<file path="src/rtl/keypad_encoder.sv">
// keypad_encoder: scans a 4x4 active-low matrix keypad, synchronises and
// debounces the row returns, and emits one 8-bit code per accepted press.
// The '#' key produces the reserved send code 8'h46.
// Optional feature macro: KEYPAD_REPEAT_EN (auto-repeat while a key is held;
// the send key never repeats). Without it exactly one strobe per press.
module keypad_encoder #(
  parameter int SCAN_DIV     = 1000,     // cycles per column before sampling
  parameter int DEBOUNCE_CNT = 20000,    // stable cycles to accept press/release
  parameter int REPEAT_DLY   = 5000000   // auto-repeat period
) (
  input  logic       clk,
  input  logic       rst,
  input  logic [3:0] row_in,
  output logic [3:0] col_out,
  output logic [7:0] oData,
  output logic       oValid,
  output logic       busy
);

  localparam int SW = $clog2(SCAN_DIV);
  localparam int DW = $clog2(DEBOUNCE_CNT);
  localparam logic [SW-1:0] SCAN_LAST = SW'(SCAN_DIV - 1);
  localparam logic [DW-1:0] DEB_LAST  = DW'(DEBOUNCE_CNT - 1);

  typedef enum logic [1:0] {SCAN, DEBOUNCE, EMIT, HOLD} state_e;

  // Reject parameter values the counters cannot honour.
  if (SCAN_DIV < 4 || DEBOUNCE_CNT < 2 || REPEAT_DLY < 2) begin : g_param_check
    $error("keypad_encoder: parameter out of range");
  end

  state_e        state_q, state_d;
  logic [3:0]    sync1_q, row_s_q;
  // The column index also serves as the captured key column: it is frozen
  // outside SCAN, so col_out stays on the pressed key's column.
  logic [1:0]    col_idx_q, col_idx_d;
  logic [SW-1:0] scan_cnt_q, scan_cnt_d;
  // Shared by DEBOUNCE (press stability) and HOLD (release stability).
  logic [DW-1:0] deb_cnt_q, deb_cnt_d;
  logic [3:0]    key_row_q, key_row_d;
  logic [7:0]    data_q, data_d;
  logic          valid_q, valid_d;
  logic          busy_q, busy_d;

`ifdef KEYPAD_REPEAT_EN
  localparam int RW = $clog2(REPEAT_DLY);
  localparam logic [RW-1:0] REP_LAST  = RW'(REPEAT_DLY - 1);
  localparam logic [7:0]    SEND_CODE = 8'h46;
  logic [RW-1:0] rep_cnt_q, rep_cnt_d;
`endif

  // Lowest-index active-low row in a captured pattern.
  function automatic logic [1:0] lowest_low_row(input logic [3:0] rows);
    if (!rows[0])      return 2'd0;
    else if (!rows[1]) return 2'd1;
    else if (!rows[2]) return 2'd2;
    else               return 2'd3;
  endfunction

  // Key legend: row-major, column 0..3 left to right.
  function automatic logic [7:0] key_code(input logic [1:0] r, input logic [1:0] c);
    case ({r, c})
      4'h0:    return 8'h31;  // '1'
      4'h1:    return 8'h32;  // '2'
      4'h2:    return 8'h33;  // '3'
      4'h3:    return 8'h41;  // 'A'
      4'h4:    return 8'h34;  // '4'
      4'h5:    return 8'h35;  // '5'
      4'h6:    return 8'h36;  // '6'
      4'h7:    return 8'h42;  // 'B'
      4'h8:    return 8'h37;  // '7'
      4'h9:    return 8'h38;  // '8'
      4'hA:    return 8'h39;  // '9'
      4'hB:    return 8'h43;  // 'C'
      4'hC:    return 8'h2A;  // '*'
      4'hD:    return 8'h30;  // '0'
      4'hE:    return 8'h46;  // '#' send
      default: return 8'h44;  // 'D'
    endcase
  endfunction

  // Next-state and output decode for the scan/debounce/emit/hold sequence.
  always_comb begin
    // NOTE: every signal gets a default first so no path leaves one unassigned,
    // which would otherwise infer a latch.
    state_d    = state_q;
    col_idx_d  = col_idx_q;
    scan_cnt_d = scan_cnt_q;
    deb_cnt_d  = deb_cnt_q;
    key_row_d  = key_row_q;
    data_d     = data_q;
    valid_d    = 1'b0;
    busy_d     = busy_q;
`ifdef KEYPAD_REPEAT_EN
    rep_cnt_d  = rep_cnt_q;
`endif

    unique case (state_q)
      SCAN: begin
        if (scan_cnt_q == SCAN_LAST) begin
          scan_cnt_d = '0;
          if (row_s_q == 4'hF) begin
            col_idx_d = col_idx_q + 2'd1;
          end else begin
            key_row_d = row_s_q;
            busy_d    = 1'b1;
            deb_cnt_d = '0;
            state_d   = DEBOUNCE;
          end
        end else begin
          scan_cnt_d = scan_cnt_q + 1'b1;
        end
      end

      DEBOUNCE: begin
        if (row_s_q != key_row_q) begin
          busy_d     = 1'b0;
          scan_cnt_d = '0;
          deb_cnt_d  = '0;
          state_d    = SCAN;
        end else if (deb_cnt_q == DEB_LAST) begin
          // Outputs are registered, so loading them here makes them visible
          // during the EMIT cycle itself.
          deb_cnt_d = '0;
          data_d    = key_code(lowest_low_row(key_row_q), col_idx_q);
          valid_d   = 1'b1;
          state_d   = EMIT;
        end else begin
          deb_cnt_d = deb_cnt_q + 1'b1;
        end
      end

      EMIT: begin
        deb_cnt_d = '0;
        state_d   = HOLD;
`ifdef KEYPAD_REPEAT_EN
        // The EMIT cycle counts toward the first repeat interval.
        rep_cnt_d = RW'(1);
`endif
      end

      HOLD: begin
        if (row_s_q == 4'hF) begin
          if (deb_cnt_q == DEB_LAST) begin
            busy_d     = 1'b0;
            col_idx_d  = col_idx_q + 2'd1;
            scan_cnt_d = '0;
            deb_cnt_d  = '0;
            state_d    = SCAN;
          end else begin
            deb_cnt_d = deb_cnt_q + 1'b1;
          end
        end else begin
          deb_cnt_d = '0;
        end
`ifdef KEYPAD_REPEAT_EN
        if (row_s_q == key_row_q && data_q != SEND_CODE) begin
          if (rep_cnt_q == REP_LAST) begin
            rep_cnt_d = '0;
            valid_d   = 1'b1;
          end else begin
            rep_cnt_d = rep_cnt_q + 1'b1;
          end
        end else begin
          rep_cnt_d = '0;
        end
`endif
      end

      default: state_d = SCAN;
    endcase
  end

  // Synchroniser, state and datapath registers with asynchronous reset.
  always_ff @(posedge clk or posedge rst) begin
    if (rst) begin
      // NOTE: synchroniser flops reset to the idle (all released) level so no
      // phantom press is seen while they refill after reset.
      sync1_q    <= 4'hF;
      row_s_q    <= 4'hF;
      state_q    <= SCAN;
      col_idx_q  <= '0;
      scan_cnt_q <= '0;
      deb_cnt_q  <= '0;
      key_row_q  <= 4'hF;
      data_q     <= '0;
      valid_q    <= 1'b0;
      busy_q     <= 1'b0;
`ifdef KEYPAD_REPEAT_EN
      rep_cnt_q  <= '0;
`endif
    end else begin
      // NOTE: non-blocking assignments so every flop samples pre-edge values.
      sync1_q    <= row_in;
      row_s_q    <= sync1_q;
      state_q    <= state_d;
      col_idx_q  <= col_idx_d;
      scan_cnt_q <= scan_cnt_d;
      deb_cnt_q  <= deb_cnt_d;
      key_row_q  <= key_row_d;
      data_q     <= data_d;
      valid_q    <= valid_d;
      busy_q     <= busy_d;
`ifdef KEYPAD_REPEAT_EN
      rep_cnt_q  <= rep_cnt_d;
`endif
    end
  end

  assign col_out = ~(4'b0001 << col_idx_q);
  assign oData   = data_q;
  assign oValid  = valid_q;
  assign busy    = busy_q;

endmodule

</file>
<file path="config.mk">
export PLATFORM = sky130hd
export DESIGN_NAME = keypad_encoder
export DESIGN_NICKNAME = d
export VERILOG_FILES = /design/src/rtl/keypad_encoder.sv
export SDC_FILE = /design/constraint.sdc
export NUM_CORES = 1
export LEC_CHECK = 0
export ABC_AREA = 1
export CORE_MARGIN = 3
export CORE_UTILIZATION = 30
export CTS_BUF_LIST = sky130_fd_sc_hd__clkbuf_2 sky130_fd_sc_hd__clkbuf_4 sky130_fd_sc_hd__clkbuf_8
export DETAILED_ROUTE_END_ITERATION = 16
export GPL_TIMING_DRIVEN = 0
export PLACE_DENSITY = 0.45
export SYNTH_ARGS = -nofsm -noshare
export SYNTH_HDL_FRONTEND = slang
export SYNTH_SLANG_ARGS = --single-unit
export TNS_END_PERCENT = 50
</file>
<file path="constraint.sdc">
create_clock -name clk -period 4.3 [get_ports clk]
set_clock_uncertainty 0.15 [all_clocks]
set_input_delay 0.43 -clock clk [delete_from_list [all_inputs] [get_ports clk]]
set_output_delay 0.43 -clock clk [all_outputs]
set_load 0.05 [all_outputs]
</file>
==> summary.md <==
| Metric | Value |
|---|---|
| Status | `finished, final reports clean` |
| Max Cap Viol | `0` |
| Placed Cells | `532` |
| Util after Layout | `36.1%` |
| Distinct cells, synth | `37` |
| Final Slew Violations | `0` |
| Clock Tree Buf Depth | `2` |
| Avg Cell Area, Syn | `7.98 sq um` |
| Area Growth Syn to Fin | `16.8%` |
| Grt total ovfl | `0` |
| Drc violations | `0` |
| Final Hold Fails | `0` |
| Setup TNS | `0 ps` |
| Met3 global-route usage | `2.00%` |
| Proportion of layout cells with a drive suffix above 1 | `21.1%` |
| Antenna violations before repair | `0` |
| Final WL | `6570 microns` |
| Top post-synthesis cells by area | `dfrtp_1 31%, nand2_1 11%, dfstp_2 10%` |
| Pre-Repair DR Iteration Count | `4` |
| Critical Path AT | `1950 ps` |
| Post-layout min period | `2530 ps` |
| CTS tree | `built` |
| Iter 0 DRT Violations | `116` |
| Fmax | `0.395 GHz` |
| Post-DR vias/cell | `4.50` |
| Final Wtd Congestion | `0.808` |
| EDFF count, synth | `0` |
| Io pins | `20` |
| Synth warn | `0` |
| Synth Flop Type | `dfrtp_1` |
| Antenna viol nets, final | `0` |
| Met2 usage | `19.5%` |
| GR Util met1 | `18.2%` |
| Worst Hold Class | `register to register` |
| Clk_lat worst skew | `310 ps` |
| Synth Register Bits | `50` |
| Synth top cells by count | `92 x nand2_1, 38 x dfrtp_1, 36 x inv_1, 33 x nor2_1, 24 x nand3_1` |
| HPWL after DPL | `4940 microns` |
| Clk slew on worst S/H paths | `100 ps` |
| Root buf cell | `clkbuf_8` |
| Data required time at the worst endpoint | `3720 ps` |
| Seq/Total Area, Yosys | `41.8%` |
| Rows | `36` |
| Power density over the cells | `261 nW/um^2` |
| Post-route setup slack | `1770 ps` |
| Via Count | `2432` |
| Final #Nets | `419` |
| Average wire per standard cell | `12.2 microns` |
| CTS sink cnt | `50` |
| Post-CTS resize count | `0` |
| H-tree levels | `2` |
| Yosys top cell by area | `dfrtp_1` |
| GRT Util Overall | `12.5%` |
| Largest net degree at the start of global routing | `27` |
| P_leak | `1.58 nW` |
| Die area | `11300 sq um` |
| Diode count | `0` |
| RSZ-0062 raised after global routing | `false` |
| Port bufs | `18` |
| Vias in the first global route | `2319` |
| Core area | `9820 sq um` |
| Most common cell in the synthesized netlist | `nand2_1` |
| Postcts setup bufs | `0` |
| Die span in y | `107 microns` |
| Asr flop ratio synth | `100%` |
| Inserted Clock Buffers | `5` |
| Startpoint types | `register` |
| Critical path capture point type | `output pin` |
| Non-filler cells, final | `540` |
| DP Worst Slack | `2100 ps` |
| Most Used Layer, Global Route | `met2` |
| Synth top area share | `31.4%` |
| Crit Path Max Fanout | `5` |
| Slew @ Worst Pin | `535 ps` |
| Die W | `107 microns` |
| Synthesized net count | `393` |
| Hold buffer count at cts | `0` |
| Slew HR | `64.3%` |
| VDD IR-drop max | `0.000132 V` |
| Mapped Cells | `380` |
| Netlist Area Pre-Place | `3030 sq um` |
| First-pass GRT wire length | `11500 microns` |
| Critical Setup Path Class | `register to output pin` |
| Starting Density | `30.9%` |
| Final Cycle Share | `58.9%` |
| # setup viols final | `0` |
logic make-up (layout without fill, tap and decap cells):
kind of cell / after synthesis / count (layout) / share of synthesized area [%]
and+or+nand+nor: 213 / 213 / 35.3
buffers and inverters: 52 / 79 / 7.51
DFF: 50 / 50 / 41.8
AOI/OAI and AO/OA: 49 / 49 / 10.1
xor gates and xnor gates: 8 / 8 / 2.31
adders and majority gates: 7 / 7 / 2.89
other: 1 / 1 / 0.124
stage by stage:
stage          hold WS (ps)  instance area, sq um  power, mW
2_1_floorplan           195                  3030      0.503
3_3_place_gp            196                  3380      0.513
3_5_place_dp            197                  3400      0.515
4_1_cts                 212                  3540      0.937
5_1_grt                 218                  3540      0.961
6_report                211                  3540      0.925
flip-flops by register name (all words and copies together) (netlist names), named ones only:
signal      flops
sync1_q         4
busy            1
oData           7
key_row_q       4
deb_cnt_q      15
oValid          1
row_s_q         4
col_idx_q       2
state_q         1
scan_cnt_q     10
final cells by class:
type	instances	area, sq um
plain buffers	5	48.8
clock buffers	6	82.6
clock inverters	2	60.1
fillers	1067	6280
inverters	47	179
multi-input cells	278	1540
flip-flops and latches	50	1270
well taps	133	166
repair buffers	19	200
cell usage in the layout, fill, tap and decap left out, drive strengths merged, types with 2 or more instances in the layout:
cell type,n
a21oi,12
buf,6
bufinv,2
clkbuf,6
clkdlybuf4s50,18
clkinv,2
dfrtp,38
dfstp,12
ha,7
inv,45
nand2,105
nand3,29
nand4,19
nor2,50
nor3,5
o21ai,31
o21bai,3
or2,2
xor2,8
layer usage:
metal	wire length (microns)	vias to the layer above
met1	3400	1118
li1	-	1283
met4	43	0
met2	2950	27
met3	175	4
met5	0	-
where the power goes:
part	total, mW	leakage [nW]	internal, mW	switching (mW)
clock network	0.420	0.0714	0.248	0.171
logic	0.0255	0.868	0.00863	0.0169
registers	0.480	0.642	0.477	0.00249
worst max-delay path, cell delays in order (launching register included):
cell             delay, ps
dfrtp_1                440
inv_1                  110
ha_1                   190
inv_1                  100
clkdlybuf4s50_1        810
path summary, 6_finish.rpt:
kind	endpoint	cells after the start	from	slack, ps
max	col_out[1]	4	col_idx_q[1]	1770
min	row_s_q[0]	0	sync1_q[0]	210
max reg2reg	register	10	scan_cnt_q[0]	2480
min reg2reg	row_s_q[0]	0	sync1_q[0]	210
max in group asynchronous	asynchronous set/reset pin	3	rst	3140
min in group asynchronous	oData[5]	2	rst	330
Power figures use the tool's default switching activity.
